`src/rtl/sobel_3x3_stage.sv`:
```
// Pipelined 3x3 Sobel edge-magnitude stage with frame tracking (IDLE/RUN/DRAIN/DONE).
// Optional: define SOBEL_THRESH_EN to add i_thresh and binarise the output to 0/255.
module sobel_3x3_stage #(
  parameter int unsigned IMG_W = 256,
  parameter int unsigned IMG_H = 32
) (
  input  logic       i_clk,
  input  logic       i_rst,
  input  logic       i_in_valid,
  input  logic [7:0] i_p1,
  input  logic [7:0] i_p2,
  input  logic [7:0] i_p3,
  input  logic [7:0] i_p4,
  input  logic [7:0] i_p5,
  input  logic [7:0] i_p6,
  input  logic [7:0] i_p7,
  input  logic [7:0] i_p8,
  input  logic [7:0] i_p9,
`ifdef SOBEL_THRESH_EN
  input  logic [7:0] i_thresh,
`endif
  output logic       o_out_valid,
  output logic [7:0] o_out_pixel,
  output logic       o_busy,
  output logic       o_frame_done,
  output logic       o_overrun
);

  localparam int unsigned Total = IMG_W * IMG_H;
  localparam int unsigned CntW  = $clog2(Total + 1);
  localparam logic [CntW-1:0] TotalCnt = CntW'(Total);
  localparam logic [CntW-1:0] LastCol  = CntW'(IMG_W - 1);
  localparam logic [CntW-1:0] LastRow  = CntW'(IMG_H - 1);
  localparam logic [CntW-1:0] CntOne   = CntW'(1);

  typedef enum logic [1:0] {StIdle, StRun, StDrain, StDone} state_e;

  state_e            r_state, w_state_d;
  logic              w_accept;
  logic [CntW-1:0]   r_in_cnt, r_col_cnt, r_row_cnt, w_in_cnt_inc;
  logic              r_overrun;

  logic [8:0][7:0]   r_win;
  logic              r_v0, r_v1, r_v2, r_out_valid;
  logic [10:0]       w_gx_pos, w_gx_neg, w_gy_pos, w_gy_neg;
  logic signed [10:0] w_gx, w_gy, r_gx, r_gy;
  logic [10:0]       w_abs_gx, w_abs_gy, r_mag;
  logic [7:0]        w_pix, r_out_pixel;

  // Datapath: S0 window capture, S1 gradients, S2 magnitude, S3 output pixel.
  always_comb begin
    w_gx_pos = 11'(r_win[2]) + {2'b00, r_win[5], 1'b0} + 11'(r_win[8]);
    w_gx_neg = 11'(r_win[0]) + {2'b00, r_win[3], 1'b0} + 11'(r_win[6]);
    w_gy_pos = 11'(r_win[6]) + {2'b00, r_win[7], 1'b0} + 11'(r_win[8]);
    w_gy_neg = 11'(r_win[0]) + {2'b00, r_win[1], 1'b0} + 11'(r_win[2]);
    w_gx     = $signed(w_gx_pos) - $signed(w_gx_neg);
    w_gy     = $signed(w_gy_pos) - $signed(w_gy_neg);
    w_abs_gx = r_gx[10] ? unsigned'(-r_gx) : unsigned'(r_gx);
    w_abs_gy = r_gy[10] ? unsigned'(-r_gy) : unsigned'(r_gy);
`ifdef SOBEL_THRESH_EN
    w_pix    = (r_mag >= {3'b000, i_thresh}) ? 8'hFF : 8'h00;
`else
    w_pix    = (r_mag > 11'd255) ? 8'hFF : r_mag[7:0];
`endif
  end

  always_ff @(posedge i_clk) begin
    if (i_rst) begin
      r_win       <= '0;
      r_v0        <= 1'b0;
      r_v1        <= 1'b0;
      r_v2        <= 1'b0;
      r_gx        <= '0;
      r_gy        <= '0;
      r_mag       <= '0;
      r_out_valid <= 1'b0;
      r_out_pixel <= 8'h00;
    end else begin
      r_v0 <= w_accept;
      if (w_accept) r_win <= {i_p9, i_p8, i_p7, i_p6, i_p5, i_p4, i_p3, i_p2, i_p1};
      r_v1        <= r_v0;
      r_gx        <= w_gx;
      r_gy        <= w_gy;
      r_v2        <= r_v1;
      r_mag       <= w_abs_gx + w_abs_gy;
      r_out_valid <= r_v2;
      r_out_pixel <= r_v2 ? w_pix : 8'h00;
    end
  end

  assign w_in_cnt_inc = r_in_cnt + CntOne;

  always_comb begin
    w_state_d = r_state;
    w_accept  = 1'b0;
    unique case (r_state)
      StIdle: begin
        if (i_in_valid) begin
          w_accept  = 1'b1;
          w_state_d = (w_in_cnt_inc == TotalCnt) ? StDrain : StRun;
        end
      end
      StRun: begin
        if (i_in_valid) begin
          w_accept = 1'b1;
          if (w_in_cnt_inc == TotalCnt) w_state_d = StDrain;
        end
      end
      StDrain: begin
        if (r_out_valid && r_col_cnt == LastCol && r_row_cnt == LastRow) w_state_d = StDone;
      end
      StDone:  w_state_d = StIdle;
      default: w_state_d = StIdle;
    endcase
  end

  always_ff @(posedge i_clk) begin
    if (i_rst) begin
      r_state   <= StIdle;
      r_in_cnt  <= '0;
      r_col_cnt <= '0;
      r_row_cnt <= '0;
      r_overrun <= 1'b0;
    end else begin
      r_state <= w_state_d;
      if (r_state == StDone) begin
        r_in_cnt  <= '0;
        r_col_cnt <= '0;
        r_row_cnt <= '0;
      end else begin
        if (w_accept) r_in_cnt <= w_in_cnt_inc;
        if (r_out_valid) begin
          if (r_col_cnt == LastCol) begin
            r_col_cnt <= '0;
            r_row_cnt <= (r_row_cnt == LastRow) ? '0 : r_row_cnt + CntOne;
          end else begin
            r_col_cnt <= r_col_cnt + CntOne;
          end
        end
      end
      // Windows arriving while draining or finishing are dropped and flagged.
      if (i_in_valid && (r_state == StDrain || r_state == StDone)) r_overrun <= 1'b1;
    end
  end

  assign o_out_valid  = r_out_valid;
  assign o_out_pixel  = r_out_pixel;
  assign o_busy       = (r_state == StRun) || (r_state == StDrain);
  assign o_frame_done = (r_state == StDone);
  assign o_overrun    = r_overrun;

endmodule
```
`config.mk`:
```
export PLATFORM = sky130hd
export DESIGN_NAME = sobel_3x3_stage
export DESIGN_NICKNAME = d
export VERILOG_FILES = /design/src/rtl/sobel_3x3_stage.sv
export SDC_FILE = /design/constraint.sdc
export NUM_CORES = 1
export LEC_CHECK = 0
export ABC_AREA = 1
export CORE_MARGIN = 2
export CORE_UTILIZATION = 45
export DETAILED_ROUTE_END_ITERATION = 7
export MAX_ROUTING_LAYER = met4
export PLACE_DENSITY = 0.79
export SLEW_MARGIN = 25
export SYNTH_ARGS = -nofsm -noshare
export SYNTH_HDL_FRONTEND = slang
export SYNTH_SLANG_ARGS = --single-unit
```
`constraint.sdc`:
```
create_clock -name i_clk -period 3.2 [get_ports i_clk]
set_input_delay 0.32 -clock i_clk [delete_from_list [all_inputs] [get_ports i_clk]]
set_output_delay 0.32 -clock i_clk [all_outputs]
set_load 0.05 [all_outputs]
```
* Yosys cells after proc, flatten, opt, wreduce, memory -nomap -nowiden
Index checks and enable logic that the tools add are counted.
Storage, ports and cells: input port bits 75, logic and storage cells 73, output and inout port bits 12, bits in registers 154
Operators by class: magnitude comparators 1, reductions and logical operators 11, mux-type cells 13, equal/unequal tests 10, bitwise operators 1, $add $sub $neg 16
Operators with widths (count):
- 10-bit by 8-bit adder with 11-bit output | 4
- 14-bit by 1-bit adder with 14-bit output, second input constant | 3
- 8-bit by 9-bit adder with 10-bit output | 4
- 14-bit 2-to-1 mux | 2
- 11-bit 2-to-1 mux | 2
- 11-bit negator | 2
- 11-bit subtractor | 2
- 14-bit == test, second input constant | 1
- 14-bit by 5-bit == test with 1-bit output, second input constant | 1
- 14-bit by 8-bit == test with 1-bit output, second input constant | 1
- 11-bit adder | 1
- 11-bit by 8-bit greater-than comparator with 1-bit output, second input constant | 1
- 2-bit 2-to-1 mux | 5
- 8-bit 2-to-1 mux | 1
- 2-bit != test, second input constant | 4
- 2-bit one-hot mux with 4 select lines | 1
- 2-bit OR reduction | 3
- 2-bit == test, second input constant | 2
- 4-bit AND reduction | 1
- 1-bit logical AND | 3
- 2-bit by 1-bit == test with 1-bit output, second input constant | 1
- 2-bit logical NOT | 1
- 1-bit logical OR | 2
- 1-bit 2-to-1 mux | 2
- 2 further kinds | 2

* Depth between registers and ports, before layout
Gate-level depths: netlist of run 1.
depth in word-level cells 5, depth in mapped cells 17, depth with buffers taken out 17

* Worst setup path before layout of run 1
OpenSTA, ideal clock, no wires.
path kind reg-to-reg, from register r_win[18] (netlist name), to register r_gy[7], setup slack -0.169 ns, buffers on the path 0, cell stages (with the launch flop) 16, setup time 0.119 ns, data arrival time 3.250 ns, clock period less this slack 3.369 ns, required time 3.081 ns, cells stage by stage dfxtp_1 > inv_1 > fa_1 > inv_1 > fa_1 > fa_1 > inv_1 > fa_1 > nand2_1 > inv_1 > o21ai_0 > a21boi_0 > o21ai_0 > nand2_1 > o21ai_0 > a21oi_1
Between the ends: word-level cells in the longest chain between the ends 2
Ends and longest elaborated chain:
- from (decl) | line 43 | logic [8:0][7:0] r_win;
- from (signal assigned) | line 80 | if (w_accept) r_win <= {i_p9, i_p8, i_p7, i_p6, i_p5, i_p4, i_p3, i_p2, i_p1};
- 10-bit by 8-bit adder with 11-bit output | line 55 | w_gy_neg = 11'(r_win[0]) + {2'b00, r_win[1], 1'b0} + 11'(r_win[2]);
- 11-bit subtractor | line 57 | w_gy = $signed(w_gy_pos) - $signed(w_gy_neg);
- to (signal assigned) | line 83 | r_gy <= w_gy;
- to (decl) | line 46 | logic signed [10:0] w_gx, w_gy, r_gx, r_gy;
No other way between the ends. A chain may end at the register's enable or synchronous reset.

* Final worst setup path of run 1
from register r_win[66] (netlist name), to register r_gy[9]
Between the ends: word-level cells in the longest chain between the ends 2
Ends and longest elaborated chain:
- 10-bit by 8-bit adder with 11-bit output | line 54 | w_gy_pos = 11'(r_win[6]) + {2'b00, r_win[7], 1'b0} + 11'(r_win[8]);
- 11-bit subtractor | line 57
No other way between the ends.

==> results by group, run 1 <==
Status
  – Outcome: finished with violations
  – Violated checks: negative setup slack

Logic synthesis
  – Library cells used by synthesis: 40
  – Yosys synthesis warning count: 0
  – Cell types with the highest counts after synthesis: 236 x inv_1, 154 x dfxtp_1, 132 x nand2_1
  – Synth Area in Simple Gates: 16.0%
  – Most used flip-flop cell after synthesis: dfxtp_1
  – Dominant combinational cell family by area after synthesis: adder cells
  – Seq/Total Area, Yosys: 34.2%
  – Most frequent cell after synthesis: inv_1
  – Compound-Gate Fraction of Synth Area: 15.7%
  – Top area cells in the synthesized netlist: dfxtp_1 34%, fa_1 14%, inv_1 9.8%, o21ai_0 6.7%, ha_1 6.1%
  – Post-Syn Instances: 1151
  – Top cell type's share of synthesized area: 34.2%
  – Cell accounting for the most synthesized area: dfxtp_1
  – Synthesized area per cell: 7.83 um2
  – Post-synthesis share of cell area spent on full adders, half adders and majority gates: 20.1%
  – Post-synthesis sequential element count: 154
  – Multiplexer share of the synthesized area: 0%
  – Syn Std Cell Area: 9010 um2
  – Post-synth net total: 1333
  – Fraction of synthesized cell area in xor and xnor cells: 2.43%
  – EDFF count, synth: 0
  – Ys async rst share: 0%

Route
  – Number of vias after detailed routing: 7709
  – Residual antenna-violating net count after detailed routing: 0
  – Residual DRC: 0
  – Final routed wirelength across all metal layers: 20900 um
  – First-pass DRT Iterations: 5
  – Number of DRC markers after the initial detailed-route iteration: 532
  – Ratio of routed vias to standard cells: 5.00
  – Wirelength per Cell: 13.6 um

Floorplanning
  – Core Footprint: 19600 um2
  – Initial Utilization: 46.0%
  – Total Die Area: 21200 um2
  – Total number of placement rows: 51
  – Die Height: 146 um
  – Number of primary I/O pins: 87
  – Width of the chip: 146 um

Clock tree
  – Register clock-pin slew on the reported worst setup and hold paths: 0.06 ns
  – Hold-fix buffers at CTS: 0
  – CTS tree: done
  – Root buffer selected by CTS: clkbuf_16
  – Clock latency at the later pin of the worst-skew pair: 0.43 ns
  – Number of buffers created by CTS: 17
  – Number of clock sinks: 154
  – Number of buffers on the longest clock path: 2
  – H-Tree Level Count: 4

Placed design
  – Number of placed instances, taps included: 1500
  – Weighted congestion at the end of routability-driven global placement: 0.874
  – Detailed placement HPWL: 14400 um
  – Port Buf Inserts: 78

Timing
  – Clk_skew: 0.00926 ns
  – Rel. slew slack: 54.4%
  – Final setup violating endpoints: 8
  – Final worst path period need: 3.33 ns
  – Number of hold-slack violations in the final timing report: 0
  – Final cycle utilization of the critical path: 104%
  – Final-report max-slew violation count: 0
  – Setup repair after global routing missed its margin: yes
  – Post-route setup slack: -0.127 ns
  – Transition time at the pin with the least slew margin: 0.683 ns
  – Peak clock frequency supported by timing: 301 MHz

Cells and area
  – Area overhead of the layout relative to synthesis: 25.4%
  – Share of cells above drive strength 1: 14.2%
  – Finished Core Util: 57.7%
  – Reg area: 3100 um2
  – Final #Nets: 1445
  – Antenna diode instance count: 0
  – Combined area of the multi-input logic cells: 5130 um2
  – # fillers: 1650
  – Post-route insts no fill: 1541

Hold path
  – Worst hold path type: reg2reg
  – Number of cells traversed by the worst hold path: 2

Setup path
  – Critical path fanouts, max: 2
  – Critical path data required time: 3.51 ns
  – Worst EP arrival: 3.63 ns
  – Reg2Reg Depth: 14
  – Kind of end point of the critical path: register
  – Start-to-end type of the worst setup path: reg2reg
  – Type of origin of the critical path: register

Global routing
  – Total gr overflow: 0
  – Overall global routing resource usage: 20.6%
  – Number of antenna violations at the first check in global routing: 0
  – Vias in the first global route: 7655
  – Largest net degree at the start of global routing: 113
  – Wire length of the first global-routing pass: 34800 um

Job
  – Max cap viols: 0
## state kept, by name, indices dropped and copies added, names as in the netlist
| signal | count |
|---|---|
| r_gx | 11 |
| o_out_valid | 1 |
| r_in_cnt | 14 |
| r_col_cnt | 14 |
| r_win | 64 |
| r_v0 | 1 |
| r_v1 | 1 |
| o_overrun | 1 |
| r_row_cnt | 14 |
| r_mag | 11 |
| r_gy | 11 |
| r_v2 | 1 |
| o_out_pixel | 8 |
| r_state | 2 |
## cell families (layout without fill, tap and decap cells)
family,Yosys count,after routing
and+or+nand+nor,324,324
buffers and inverters,276,401
AOI/OAI and AO/OA,265,265
DFF,154,154
adders and majority gates,107,107
xor gates and xnor gates,25,25
## routing by layer
metal	vias up	GRT usage, %	routed length [um]
li1	3876	-	-
met3	44	3.98	917
met5	-	-	0
met1	3559	23.8	8990
met4	0	7.25	482
met2	230	35.6	10500
## cells in the final DEF, fill, tap and decap left out, types with 5 or more instances in the layout
master and instances:
clkdlybuf4s50_1 78, o21ai_0 109, nand4_1 17, a21oi_1 101, nor2_1 99, o211ai_1 7
o31ai_1 6, ha_1 32, nand2_2 6, nor3b_1 5, a21oi_2 6, dfxtp_2 11
nor2_4 7, dfxtp_1 142, fa_1 59, inv_1 210, ha_4 9, nand2_1 128
o21ai_1 7, nand3_1 29, nor3_1 15, xor2_1 16, xnor2_1 9, inv_2 32
nand3_2 5, buf_4 43, clkbuf_16 17
## through the flow
| stage | setup slack [ns] | setup TNS, ns | instance area [um2] | hold WS (ns) |
|---|---|---|---|---|
| 2_1_floorplan | -0.0312 | -0.0350 | 9010 | 0.388 |
| 3_3_place_gp | -0.172 | -0.929 | 10300 | 0.395 |
| 3_5_place_dp | -0.238 | -1.62 | 10300 | 0.395 |
| 4_1_cts | -0.0329 | -0.0557 | 11100 | 0.405 |
| 5_1_grt | -0.255 | -1.93 | 11300 | 0.427 |
| 6_report | -0.127 | -0.536 | 11300 | 0.405 |
## timing repair
| action | in CTS | in global routing |
|---|---|---|
| pin swaps | 36 | 32 |
| resized for setup | 47 | 45 |
| setup buffers | 4 | 5 |
| endpoints found under the setup margin | 12 | 12 |
## worst max-delay path, cell delays in order (launching register included)
cell and delay, ns:
dfxtp_2 0.34, inv_2 0.05, fa_1 0.50, fa_1 0.52, fa_1 0.58, inv_2 0.07
fa_2 0.35, nand2_1 0.10, inv_2 0.05, o21ai_2 0.17, nand2_1 0.10, nand4_1 0.09
o211ai_1 0.11, o21ai_1 0.13, a21oi_1 0.05
## final cells by class
cell class / count / area share, %
Multi-Input combinational cell: 721 / 45.4
Timing Repair Buffer: 127 / 10.5
Sequential cell: 154 / 27.4
Clock buffer: 19 / 4.01
Clock inverter: 13 / 1.66
Tap cell: 265 / 2.93
Inverter: 242 / 8.04
## worst paths after layout
check / from / to / slack, ns
min: r_v1 / r_v2 / 0.41
min reg2reg: r_v1 / r_v2 / 0.41
max: r_win[66] / r_gy[9] / -0.13
max reg2reg: r_win[66] / r_gy[9] / -0.13
Power of run 1 is left out: the tool's default activity adds up to more than one toggle a clock period on the data nets, which glitch-free logic cannot reach.
==> inputs of run 2 (changes only) <==
- CTS_CLUSTER_SIZE: not set -> 12
==> results of run 2 <==
Same layout as run 1: the final DEF is identical, and so are final timing and power.
Power of run 2 is left out for the same reason.
==> inputs of run 3 (changes only) <==
- CAP_MARGIN: not set -> 20
==> results of run 3 <==
Same layout as run 1: the final DEF is identical, and so are final timing and power.
Power of run 3 is left out for the same reason.
